[src/rtl/decimal_keypad_scanner.sv]
// Synchronises and debounces ten digit key lines into a held one-hot digit plus press strobes.
// Optional build macro KEY_REPEAT_EN adds held-key auto-repeat every REPEAT_CYCLES cycles.
module decimal_keypad_scanner #(
  parameter int DEBOUNCE_CYCLES = 4,
  parameter int REPEAT_CYCLES   = 16
) (
  input  logic       clk,
  input  logic       rst,
  input  logic [9:0] keys,
  output logic [9:0] digit,
  output logic       valid,
  output logic       err,
  output logic       key_down
);

  localparam int CW = $clog2(DEBOUNCE_CYCLES) + 1;
  localparam logic [CW-1:0] CNT_LAST = CW'(DEBOUNCE_CYCLES - 1);

  typedef enum logic [1:0] {IDLE, DEBOUNCE, HELD, RELEASE} state_t;

  if (DEBOUNCE_CYCLES < 1 || REPEAT_CYCLES < 2) begin : g_bad_params
    $error("decimal_keypad_scanner: DEBOUNCE_CYCLES must be >= 1 and REPEAT_CYCLES >= 2");
  end

  state_t        state_q, state_d;
  logic [CW-1:0] cnt_q, cnt_d;
  logic [9:0]    cand_q, cand_d;
  logic [9:0]    digit_d;
  logic          valid_d, err_d;
  logic [9:0]    ks_meta, ks;

  // NOTE: sequential state uses non-blocking assignments so every flop samples pre-edge values.
  always_ff @(posedge clk or posedge rst) begin
    if (rst) begin
      ks_meta <= '0;
      ks      <= '0;
      state_q <= IDLE;
      cnt_q   <= '0;
      cand_q  <= '0;
      digit   <= 10'b00_0000_0001;
      valid   <= 1'b0;
      err     <= 1'b0;
    end else begin
      ks_meta <= keys;
      ks      <= ks_meta;
      state_q <= state_d;
      cnt_q   <= cnt_d;
      cand_q  <= cand_d;
      digit   <= digit_d;
      valid   <= valid_d;
      err     <= err_d;
    end
  end

`ifdef KEY_REPEAT_EN
  localparam int RW = $clog2(REPEAT_CYCLES);
  localparam logic [RW-1:0] REP_LAST = RW'(REPEAT_CYCLES - 1);

  logic [RW-1:0] rcnt_q, rcnt_d;
  logic          rep_ok_q, rep_ok_d;

  always_ff @(posedge clk or posedge rst) begin
    if (rst) begin
      rcnt_q   <= '0;
      rep_ok_q <= 1'b0;
    end else begin
      rcnt_q   <= rcnt_d;
      rep_ok_q <= rep_ok_d;
    end
  end
`endif

  // NOTE: every combinational output gets a default first, so no path can infer a latch.
  always_comb begin
    state_d = state_q;
    cnt_d   = cnt_q;
    cand_d  = cand_q;
    digit_d = digit;
    valid_d = 1'b0;
    err_d   = 1'b0;
`ifdef KEY_REPEAT_EN
    rcnt_d   = rcnt_q;
    rep_ok_d = rep_ok_q;
`endif
    unique case (state_q)
      IDLE: begin
        if (ks != '0) begin
          cand_d  = ks;
          cnt_d   = '0;
          state_d = DEBOUNCE;
        end
      end
      DEBOUNCE: begin
        if (ks == '0) begin
          state_d = IDLE;
        end else if (ks != cand_q) begin
          cand_d = ks;
          cnt_d  = '0;
        end else if (cnt_q != CNT_LAST) begin
          cnt_d = cnt_q + 1'b1;
        end else begin
          state_d = HELD;
          // Multi-key patterns are flagged but never reach the one-hot digit output.
          if ($onehot(cand_q)) begin
            digit_d = cand_q;
            valid_d = 1'b1;
          end else begin
            err_d = 1'b1;
          end
`ifdef KEY_REPEAT_EN
          rcnt_d   = '0;
          rep_ok_d = $onehot(cand_q);
`endif
        end
      end
      HELD: begin
        if (ks == '0) begin
          cnt_d   = '0;
          state_d = RELEASE;
`ifdef KEY_REPEAT_EN
          rcnt_d = '0;
        end else if (rep_ok_q) begin
          if (rcnt_q == REP_LAST) begin
            valid_d = 1'b1;
            rcnt_d  = '0;
          end else begin
            rcnt_d = rcnt_q + 1'b1;
          end
`endif
        end
      end
      RELEASE: begin
        if (ks != '0) begin
          state_d = HELD;
`ifdef KEY_REPEAT_EN
          rcnt_d = '0;
`endif
        end else if (cnt_q == CNT_LAST) begin
          state_d = IDLE;
        end else begin
          cnt_d = cnt_q + 1'b1;
        end
      end
      default: state_d = IDLE;
    endcase
  end

  assign key_down = (state_q == HELD) || (state_q == RELEASE);

endmodule

[config.mk]
export PLATFORM = sky130hd
export DESIGN_NAME = decimal_keypad_scanner
export DESIGN_NICKNAME = d
export VERILOG_FILES = /design/src/rtl/decimal_keypad_scanner.sv
export SDC_FILE = /design/constraint.sdc
export NUM_CORES = 1
export LEC_CHECK = 0
export ABC_CLOCK_PERIOD_IN_PS = 6000
export BUFFER_PORTS_ARGS = -buffer_cell sky130_fd_sc_hd__buf_2
export CAP_MARGIN = 40
export CORE_UTILIZATION = 50
export DETAILED_ROUTE_END_ITERATION = 8
export PLACE_DENSITY = 0.7
export SYNTH_ARGS = -nofsm -noshare
export SYNTH_HDL_FRONTEND = slang
export SYNTH_SLANG_ARGS = --single-unit
[constraint.sdc]
create_clock -name clk -period 6 [get_ports clk]
set_clock_uncertainty 0.15 [all_clocks]
set_input_delay 0.3 -clock clk [delete_from_list [all_inputs] [get_ports clk]]
set_output_delay 0.3 -clock clk [all_outputs]
set_load 0.02 [all_outputs]
==> results.sh, run 1 <==
export IMPL_pin_count=25
export IMPL_cts_max_path_buffers=2
export IMPL_first_iter_violations=132
export IMPL_reg2reg_from="cand_q[0]"
export IMPL_cts_hold_buf=11
export IMPL_gr_usage_all_layers_pct=20.1
export IMPL_status="completed"
export IMPL_dpl_cell_area_sq_mm=0.00220
export IMPL_rsz0062_at_grt="no"
export IMPL_antenna_found_initial=0
export IMPL_avgSynthCellArea_sq_um=13.1
export IMPL_htree_levels=2
export IMPL_cp_slowest_stage_delay_ns=0.59
export IMPL_via_per_inst=5.31
export IMPL_power_density_mw_per_mm2=248
export IMPL_hp_class="flop to flop"
export IMPL_place_ws_ns=1.44
export IMPL_p_leak_nw=1.15
export IMPL_postCtsSetupBuffers=0
export IMPL_coreArea_sq_mm=0.00377
export IMPL_wire_per_inst_um=15.0
export IMPL_worstSetupStartpointType="flop"
export IMPL_finalCritPeriodShare_pct=75.5
export IMPL_dieHeight_um=65.8
export IMPL_cp_slowest_cell="nor4_4"
export IMPL_syn_num_nets=177
export IMPL_maxSlewHeadroom_pct=50.0
export IMPL_dr_pass1_iters=4
export IMPL_reg2reg_to="digit[5]"
export IMPL_cp_end_kind="flop"
export IMPL_crit_start="cand_q[0]"
export IMPL_slew_violations=0
export IMPL_grt_max_degree=48
export IMPL_clkTransAtPathRegs_ns=0.08
export IMPL_worstSetupEndpoint="digit[5]"
export IMPL_grt_pass1_vias=1333
export IMPL_setup_viol=0
export IMPL_crit_arrival_ns=4.56
export IMPL_route_detailed_drc=0
export IMPL_gr_total_overflow=0
export IMPL_tightestPinTransition_ns=0.744
export IMPL_final_cell_mix="dfrtp_1 (46), buf_2 (24), inv_1 (14), mux2_2 (14), dlygate4sd3_1 (11)"
export IMPL_finalSetupTns_ns=0
export IMPL_worst_slack_ns=1.47
export IMPL_drive_above_1_share_pct=27.3
export IMPL_ys_types=36
export IMPL_yosysSeqAreaShare_pct=57.9
export IMPL_cp_common_cell="fa_1"
export IMPL_fin_crit_ns=4.53
export IMPL_numCtsBuffers=5
export IMPL_die_x_um=65.8
export IMPL_r2r_slack_ns=1.47
export IMPL_area_delta_synth_final_pct=18.1
export IMPL_cts_sinks=47
export IMPL_hold_viol=0
export IMPL_io_buffers=24
export IMPL_tritoncts="built"
export IMPL_layout_commonest_cell="dfrtp_1"
export IMPL_die_area_sq_mm=0.00433
export IMPL_post_cts_resized=0
export IMPL_design_area_sq_mm=0.00240
export IMPL_cts_root_buf="clkbuf_8"
export IMPL_synth_cells=155
export IMPL_cp_cell_sequence="fa_1, fa_1, inv_1, fa_1, inv_1, ha_1, inv_1, fa_1, a2111oi_0, a21o_1, nand3_1, nor4_4, mux2_2"
export IMPL_fmax_mhz=221
export IMPL_antenna_cells=0
export IMPL_rr_worst_depth=13
export IMPL_dp_final_hpwl_um=2540
export IMPL_routed_wl_um=3630
export IMPL_ys_ff_latch=47
export IMPL_required_ns=6.04
export IMPL_rows=22
export IMPL_finalPower_w=0.000597
export IMPL_grt_pass1_wl_um=6200
export IMPL_yosysWarnings=0
export IMPL_critPathKind="flop to flop"
export IMPL_final_antenna_net_count=0
export IMPL_fin_nets=215
export IMPL_dr_total_vias=1285
export IMPL_initial_core_util_pct=53.9
export IMPL_path_max_fanout=10
export IMPL_clock_latency_ns=0.30
export IMPL_peakVddDrop_mv=0.233
export IMPL_gp_congestion=0.864
export IMPL_cap_violations=0
export IMPL_syn_cell_area_sq_mm=0.00203
[power breakdown]
group | internal [W] | switching, W | total (W)
logic | 0.0000353 | 0.0000368 | 0.0000721
clock network | 0.0000836 | 0.000104 | 0.000187
registers | 0.000327 | 0.0000102 | 0.000337
[flip-flops by register name, indices dropped and copies added (netlist names), named ones only]
register,cells
ks,10
err,1
state_q,1
ks_meta,10
cand_q,10
cnt_q,3
valid,1
digit,10
[metrics by stage]
| step | hold WS (ns) | util, % | cells |
|---|---|---|---|
| finish | 0.205 | 63.7 | 242 |
| detailed placement | 0.188 | 58.4 | 223 |
| global route | 0.210 | 63.7 | 242 |
| global placement | 0.183 | 58.4 | 223 |
| floorplan | 0.181 | - | 155 |
| CTS | 0.207 | 63.7 | 242 |
[final cells by class]
cell class / count / area, sq um
clock inverters: 2 / 17.5
clock buffers: 6 / 72.6
multi-input cells: 88 / 781
well taps: 48 / 60.1
fillers: 294 / 1370
repair buffers: 36 / 238
flip-flops and latches: 47 / 1180
inverters: 15 / 56.3
[critical path: cells and delay by family (launching register included)]
kind,cells,cell delay [ns]
fa+ha+maj,5,1.99
simple gates,2,0.74
compound gates,2,0.52
flops,1,0.44
mux,1,0.41
buf+inv,3,0.16
[Yosys cell counts (all sizes together)]
cell,number,area [sq um]
a2111oi,1,8.76
a211oi,2,15.0
a21o,3,22.5
a21oi,2,10.0
a22o,6,53.8
a22oi,1,7.51
a31oi,3,18.8
a32oi,1,8.76
and3,1,6.26
and3b,1,8.76
buf,1,5.00
clkbuf,4,15.0
dfrtp,46,1150
dfstp,1,26.3
fa,6,120
ha,4,50.1
inv,15,56.3
mux2,14,158
mux2i,1,10.0
nand2,3,11.3
nand2b,2,12.5
nand3,4,20.0
nand4,3,18.8
nor2,5,18.8
nor3,2,10.0
nor3b,1,7.51
nor4,3,33.8
o211ai,1,7.51
o21ai,3,15.0
o22a,1,8.76
or2,2,12.5
or3,2,18.8
xnor2,10,87.6
[metal layers]
metal,up-vias,global-route usage [%],share of wire (%)
li1,610,-,-
met1,632,24.4,42
met2,39,32.7,52
met3,4,6.03,4.5
met4,0,8.97,1.5
met5,-,0,0
[worst min path at each step]
stage | slack, ns | startpoint | cells past startpoint | to
floorplan | 0.18 | ks_meta[0] | 0 | ks[0]
global placement | 0.18 | ks_meta[7] | 0 | ks[7]
detailed placement | 0.19 | ks_meta[3] | 0 | ks[3]
CTS | 0.21 | ks_meta[3] | 0 | ks[3]
global route | 0.21 | ks_meta[4] | 0 | ks[4]
finish | 0.20 | ks_meta[4] | 0 | ks[4]
[cells by family (layout without fill, tap and decap cells)]
group | after synthesis | in the layout | share of synthesized area (%)
AND/OR/NAND/NOR | 29 | 29 | 8.80
buffers and inverters | 20 | 59 | 3.75
adder cells (fa/ha/maj) | 10 | 10 | 8.36
AO/OA/AOI/OAI | 24 | 24 | 8.67
multiplexers | 15 | 15 | 8.24
flip-flops | 47 | 47 | 57.9
XOR/XNOR | 10 | 10 | 4.30
Note: power is estimated with default switching activity, not from simulation.
==> run 2: changes to the inputs <==
--- a/config.mk
+++ b/config.mk
@@ -5,12 +5,12 @@
 export SDC_FILE = /design/constraint.sdc
 export NUM_CORES = 1
 export LEC_CHECK = 0
-export ABC_CLOCK_PERIOD_IN_PS = 6000
+export ABC_CLOCK_PERIOD_IN_PS = 3800
 export BUFFER_PORTS_ARGS = -buffer_cell sky130_fd_sc_hd__buf_2
 export CAP_MARGIN = 40
 export CORE_UTILIZATION = 50
 export DETAILED_ROUTE_END_ITERATION = 8
-export PLACE_DENSITY = 0.7
+export PLACE_DENSITY = 0.73
 export SYNTH_ARGS = -nofsm -noshare
 export SYNTH_HDL_FRONTEND = slang
 export SYNTH_SLANG_ARGS = --single-unit
==> constraint.sdc (replaced) <==
create_clock -name clk -period 3.8 [get_ports clk]
set_clock_uncertainty 0.15 [all_clocks]
set_input_delay 0.19 -clock clk [delete_from_list [all_inputs] [get_ports clk]]
set_output_delay 0.19 -clock clk [all_outputs]
set_load 0.02 [all_outputs]
==> run 2 against run 1 <==
  * The flow now finishes with violations (negative setup slack)
  * Via count grew 6.4%
  * Maximum frequency rose by 11%
  * Clock power rose by 59%
  * Sequential cell count unchanged
  * Non-clock buffer count is 12 higher
  * Die area did not move
  * First-iteration DRC count shrank 43%
  * Cell count up 5.0%
  * Critical path depth grew 1
  * Combinational power increased by 130%
  * Core utilization rose by 4.2 points
==> results.sh, run 2 (synthesized netlist as in run 1, its figures left out) <==
export IMPL_final_cell_mix="dfrtp_1 (46), buf_2 (24), inv_1 (13), buf_4 (12), dlygate4sd3_1 (11)"
export IMPL_peakVddDrop_mv=0.271
export IMPL_gp_congestion=0.809
export IMPL_cp_end_kind="flop"
export IMPL_grt_pass1_wl_um=6320
export IMPL_hp_class="flop to flop"
export IMPL_power_density_mw_per_mm2=388
export IMPL_fmax_mhz=245
export IMPL_violations="negative setup slack"
export IMPL_rows=22
export IMPL_slew_violations=0
export IMPL_cp_slowest_stage_delay_ns=0.53
export IMPL_required_ns=3.83
export IMPL_tritoncts="built"
export IMPL_drive_above_1_share_pct=34.5
export IMPL_clkTransAtPathRegs_ns=0.10
export IMPL_hold_viol=0
export IMPL_min_path_cells=0
export IMPL_p_leak_nw=1.22
export IMPL_dp_final_hpwl_um=2640
export IMPL_worstSetupStartpointType="flop"
export IMPL_fin_crit_ns=4.09
export IMPL_setup_viol=10
export IMPL_pin_count=25
export IMPL_final_antenna_net_count=0
export IMPL_cp_common_cell="fa_1"
export IMPL_area_delta_synth_final_pct=25.9
export IMPL_via_per_inst=5.38
export IMPL_finalPower_w=0.000993
export IMPL_antenna_found_initial=0
export IMPL_tightestPinTransition_ns=0.638
export IMPL_clock_latency_ns=0.30
export IMPL_dr_pass1_iters=4
export IMPL_antenna_cells=0
export IMPL_finalCritPeriodShare_pct=108
export IMPL_worst_slack_ns=-0.289
export IMPL_min_delay_start="ks_meta[2]"
export IMPL_numCtsBuffers=5
export IMPL_gr_total_overflow=0
export IMPL_r2r_slack_ns=-0.29
export IMPL_cp_cell_sequence="fa_1, fa_1, inv_1, fa_1, inv_1, ha_2, inv_2, fa_2, a2111oi_4, a21o_1, nand3_2, nor4_4, buf_4, mux2_4"
export IMPL_crit_buf_inv=4
export IMPL_grt_max_degree=48
export IMPL_nFillCells=278
export IMPL_rr_worst_depth=14
export IMPL_worst_hold_slack_ns=0.195
export IMPL_gr_usage_all_layers_pct=20.2
export IMPL_cts_max_path_buffers=2
export IMPL_io_buffers=24
export IMPL_design_area_sq_mm=0.00256
export IMPL_coreArea_sq_mm=0.00377
export IMPL_path_max_fanout=3
export IMPL_cts_sinks=47
export IMPL_critPathKind="flop to flop"
export IMPL_reg2reg_from="cand_q[9]"
export IMPL_first_iter_violations=75
export IMPL_min_to="ks[2]"
export IMPL_cp_slowest_cell="fa_1"
export IMPL_htree_levels=2
export IMPL_die_x_um=65.8
export IMPL_maxSlewHeadroom_pct=57.1
export IMPL_initial_core_util_pct=53.9
export IMPL_status="complete, but fails checks"
export IMPL_rsz0062_at_grt="yes"
export IMPL_wire_per_inst_um=15.0
export IMPL_cts_root_buf="clkbuf_8"
export IMPL_cap_violations=0
export IMPL_crit_arrival_ns=4.12
export IMPL_crit_family="adder cells"
export IMPL_reg2reg_to="digit[9]"
export IMPL_die_area_sq_mm=0.00433
export IMPL_dieHeight_um=65.8
export IMPL_fin_nets=227
export IMPL_routed_wl_um=3800
export IMPL_route_detailed_drc=0
export IMPL_dpl_cell_area_sq_mm=0.00230
export IMPL_grt_pass1_vias=1356
export IMPL_layout_commonest_cell="dfrtp_1"
export IMPL_dr_total_vias=1367
## run 2: cell count changes in the layout (fill, tap and decap cells not counted), moves of 2 or more
cell / previous run / this run
buf_4: 1 / 12
clkinv_4: 2 / 0
clkinvlp_4: 0 / 2
mux2_2: 14 / 4
mux2_4: 0 / 10
## run 2: layout make-up
type	count	area (sq um)	share of cell area, %
well taps	48	60.1	2.34
flip-flops and latches	47	1180	46.0
inverters	15	56.3	2.20
repair buffers	48	332	12.9
multi-input cells	88	847	33.1
clock buffers	5	68.8	2.69
clock inverters	3	20.0	0.782
## run 2: metal layers
metal  global-route usage (%)  up-vias  part of all wire, %
li1                         -      632                    -
met5                        0        -                    0
met1                     25.8      700                   44
met3                     4.83        6                  2.9
met2                     33.7       29                   52
met4                     6.52        0                  1.3
## run 2: power breakdown
part / internal [W] / total, W / switching [W]
Clock: 0.000128 / 0.000297 / 0.000169
Combinational: 0.0000865 / 0.000166 / 0.0000800
Sequential: 0.000516 / 0.000530 / 0.0000137
## run 2: worst register-to-register path, stage by stage, from the launching register on
cell	delay, ns
dfrtp_1	0.40
fa_1	0.53
fa_1	0.52
inv_1	0.05
fa_1	0.42
inv_1	0.07
ha_2	0.18
inv_2	0.04
fa_2	0.38
a2111oi_4	0.19
a21o_1	0.13
nand3_2	0.09
nor4_4	0.32
buf_4	0.20
mux2_4	0.30
## run 2: stage by stage
| stage | worst slack [ns] | instances | utilization, % | TNS, ns |
|---|---|---|---|---|
| floorplan | -0.310 | 155 | - | -3.01 |
| global route | -0.459 | 254 | 67.9 | -4.37 |
| global placement | -0.169 | 233 | 60.9 | -1.51 |
| CTS | -0.293 | 253 | 67.1 | -2.67 |
| detailed placement | -0.303 | 233 | 60.9 | -2.73 |
| finish | -0.289 | 254 | 67.9 | -2.72 |
## run 2: timing repair
action | in CTS | in global routing
setup endpoints to repair | 10 | 11
gates resized for setup | 7 | 4
buffers inserted | 1 | 1
hold buffers | 11 | 0
endpoints found under the hold margin | 56 | 0
pin swaps | 0 | 7
## run 2: worst max path at each step
stage / cells after the start / endpoint / from
global route: 14 / digit[9] / cand_q[9]
floorplan: 13 / digit[1] / cand_q[0]
detailed placement: 14 / digit[6] / cand_q[0]
global placement: 14 / digit[1] / cand_q[0]
CTS: 14 / digit[9] / cand_q[0]
finish: 14 / digit[9] / cand_q[9]
==> run 3: changes to the inputs <==
--- a/config.mk
+++ b/config.mk
@@ -6,7 +6,7 @@
 export NUM_CORES = 1
 export LEC_CHECK = 0
 export ABC_CLOCK_PERIOD_IN_PS = 3800
-export BUFFER_PORTS_ARGS = -buffer_cell sky130_fd_sc_hd__buf_2
+export BUFFER_PORTS_ARGS = -buffer_cell sky130_fd_sc_hd__buf_4
 export CAP_MARGIN = 40
 export CORE_UTILIZATION = 50
 export DETAILED_ROUTE_END_ITERATION = 8
==> run 3 against run 2 <==
  * The run still ends with negative setup slack left
  * Sequential share of layout area is 1.4 points lower
  * Non-clock buffer count is 1 higher
  * Register-to-register slack better by 0.18 ns
  * Combinational power is 9% higher
  * Count of clock-buffer cells in the layout is 3 higher
  * Maximum frequency is 4.6% higher
  * Cell count is 0.39% higher
  * Via count is 1.9% higher
  * Critical endpoint is now digit[6]
  * Clock power is 9.1% higher
  * Global-route usage is 1.4 points higher
==> results.sh, run 3 (synthesized netlist as in run 1, its figures left out) <==
export IMPL_first_iter_violations=147
export IMPL_gr_total_overflow=0
export IMPL_crit_arrival_ns=3.95
export IMPL_worstSetupStartpointType="flop"
export IMPL_numCtsBuffers=5
export IMPL_maxSlewHeadroom_pct=54.3
export IMPL_cp_slowest_cell="fa_1"
export IMPL_worst_hold_slack_ns=0.199
export IMPL_reg2reg_to="digit[6]"
export IMPL_hp_class="flop to flop"
export IMPL_multi_input_area_sq_um=846
export IMPL_fmax_mhz=256
export IMPL_initial_core_util_pct=53.9
export IMPL_finalPower_w=0.00104
export IMPL_cp_end_kind="flop"
export IMPL_grt_pass1_wl_um=6660
export IMPL_dr_total_vias=1393
export IMPL_min_to="ks[5]"
export IMPL_die_area_sq_mm=0.00433
export IMPL_slew_violations=0
export IMPL_coreArea_sq_mm=0.00377
export IMPL_die_x_um=65.8
export IMPL_cp_cell_sequence="fa_1, fa_1, inv_1, fa_1, inv_2, ha_4, inv_2, fa_2, a2111oi_4, a21o_1, nand3_2, nor4_4, buf_6, mux2_2"
export IMPL_routed_wl_um=4020
export IMPL_setup_viol=10
export IMPL_seqCellArea_sq_mm=0.00118
export IMPL_gr_usage_all_layers_pct=21.6
export IMPL_dieHeight_um=65.8
export IMPL_antenna_cells=0
export IMPL_cts_max_path_buffers=2
export IMPL_finalSetupTns_ns=-0.813
export IMPL_fin_cells=255
export IMPL_grt_max_degree=48
export IMPL_rr_worst_depth=14
export IMPL_p_leak_nw=1.24
export IMPL_cap_violations=0
export IMPL_min_delay_start="ks_meta[5]"
export IMPL_route_detailed_drc=0
export IMPL_dr_pass1_iters=4
export IMPL_crit_start="cand_q[0]"
export IMPL_grt_pass1_vias=1473
export IMPL_cp_common_cell="fa_1"
export IMPL_via_per_inst=5.46
export IMPL_required_ns=3.84
export IMPL_power_density_mw_per_mm2=392
export IMPL_final_cell_mix="dfrtp_1 (46), buf_4 (37), inv_1 (12), dlygate4sd3_1 (11), xnor2_1 (10)"
export IMPL_antenna_found_initial=0
export IMPL_pin_count=25
export IMPL_violations="negative setup slack"
export IMPL_final_antenna_net_count=0
export IMPL_htree_levels=2
export IMPL_rsz0062_at_grt="yes"
export IMPL_path_max_fanout=7
export IMPL_fin_crit_ns=3.91
export IMPL_finalCritPeriodShare_pct=103
export IMPL_reg2reg_from="cand_q[0]"
export IMPL_drive_above_1_share_pct=34.8
export IMPL_io_buffers=24
export IMPL_status="complete, but fails checks"
export IMPL_dp_final_hpwl_um=2680
export IMPL_worst_slack_ns=-0.111
export IMPL_hold_viol=0
export IMPL_fin_nets=228
export IMPL_nFillCells=277
export IMPL_cp_slowest_stage_delay_ns=0.52
export IMPL_tritoncts="built"
export IMPL_min_path_cells=0
export IMPL_tightestPinTransition_ns=0.681
export IMPL_peakVddDrop_mv=0.321
export IMPL_gp_congestion=0.804
export IMPL_clkTransAtPathRegs_ns=0.08
export IMPL_cts_sinks=47
export IMPL_place_inst=233
export IMPL_r2r_slack_ns=-0.11
export IMPL_design_area_sq_mm=0.00264
export IMPL_wire_per_inst_um=15.8
export IMPL_area_delta_synth_final_pct=29.7
export IMPL_dpl_cell_area_sq_mm=0.00236
export IMPL_rows=22
export IMPL_clock_latency_ns=0.30
export IMPL_layout_commonest_cell="dfrtp_1"
export IMPL_critPathKind="flop to flop"
export IMPL_cts_root_buf="clkbuf_8"
==> run 3: changes by cell type in the layout (fill, tap and decap cells not counted), sizes merged <==
cell	before	now
clkinv	2	1
clkbuf	5	8
clkinvlp	2	0
buf	37	38
==> run 3: what timing repair did <==
item | 4_1_cts | 5_1_grt
hold buffers | 11 | 0
endpoints found under the setup margin | 10 | 12
resized for setup | 6 | 4
buffers inserted | 3 | 0
cloned | 0 | 0
hold endpoints to repair | 56 | 0
pin swaps | 4 | 2
==> run 3: critical path, delay by kind of cell, from the launching register on <==
kind | cells | cell delay (ns)
compound gates | 2 | 0.32
buf+inv | 4 | 0.36
flops | 1 | 0.41
fa+ha+maj | 5 | 1.95
simple gates | 2 | 0.28
mux | 1 | 0.34
==> run 3: final cells by class <==
cell class,instances,share of cell area [%]
Timing Repair Buffer,49,15.1
Tap cell,48,2.28
Inverter,15,2.13
Clock buffer,8,3.79
Sequential cell,47,44.6
Multi-Input combinational cell,88,32.1
==> run 3: per-layer routing <==
| metal | wire length, um | vias up | GRT usage, % |
|---|---|---|---|
| met4 | 113 | 0 | 9.78 |
| met3 | 139 | 11 | 5.52 |
| li1 | - | 636 | - |
| met1 | 1680 | 707 | 25.3 |
| met5 | 0 | - | 0 |
| met2 | 2090 | 39 | 37.0 |
==> run 3: per-stage QoR <==
stage / setup WS [ns] / util (%)
after floorplan: -0.310 / -
after global placement: -0.166 / 62.5
after detailed placement: -0.288 / 62.5
after CTS: -0.269 / 69.3
after global routing: -0.283 / 70.0
final: -0.111 / 70.0
==> run 3: power by group <==
group | total, W | switching, W | internal [W] | leakage, nW
logic | 0.000181 | 0.0000847 | 0.0000968 | 0.606
registers | 0.000531 | 0.0000144 | 0.000516 | 0.578
clock network | 0.000324 | 0.000158 | 0.000166 | 0.0515
==> run 3: how the worst max path moves through the flow <==
stage	endpoint	cells after the start
after floorplan	digit[1]	13
after global placement	digit[1]	14
after detailed placement	digit[3]	14
after CTS	digit[1]	14
after global routing	digit[6]	14
final	digit[6]	14
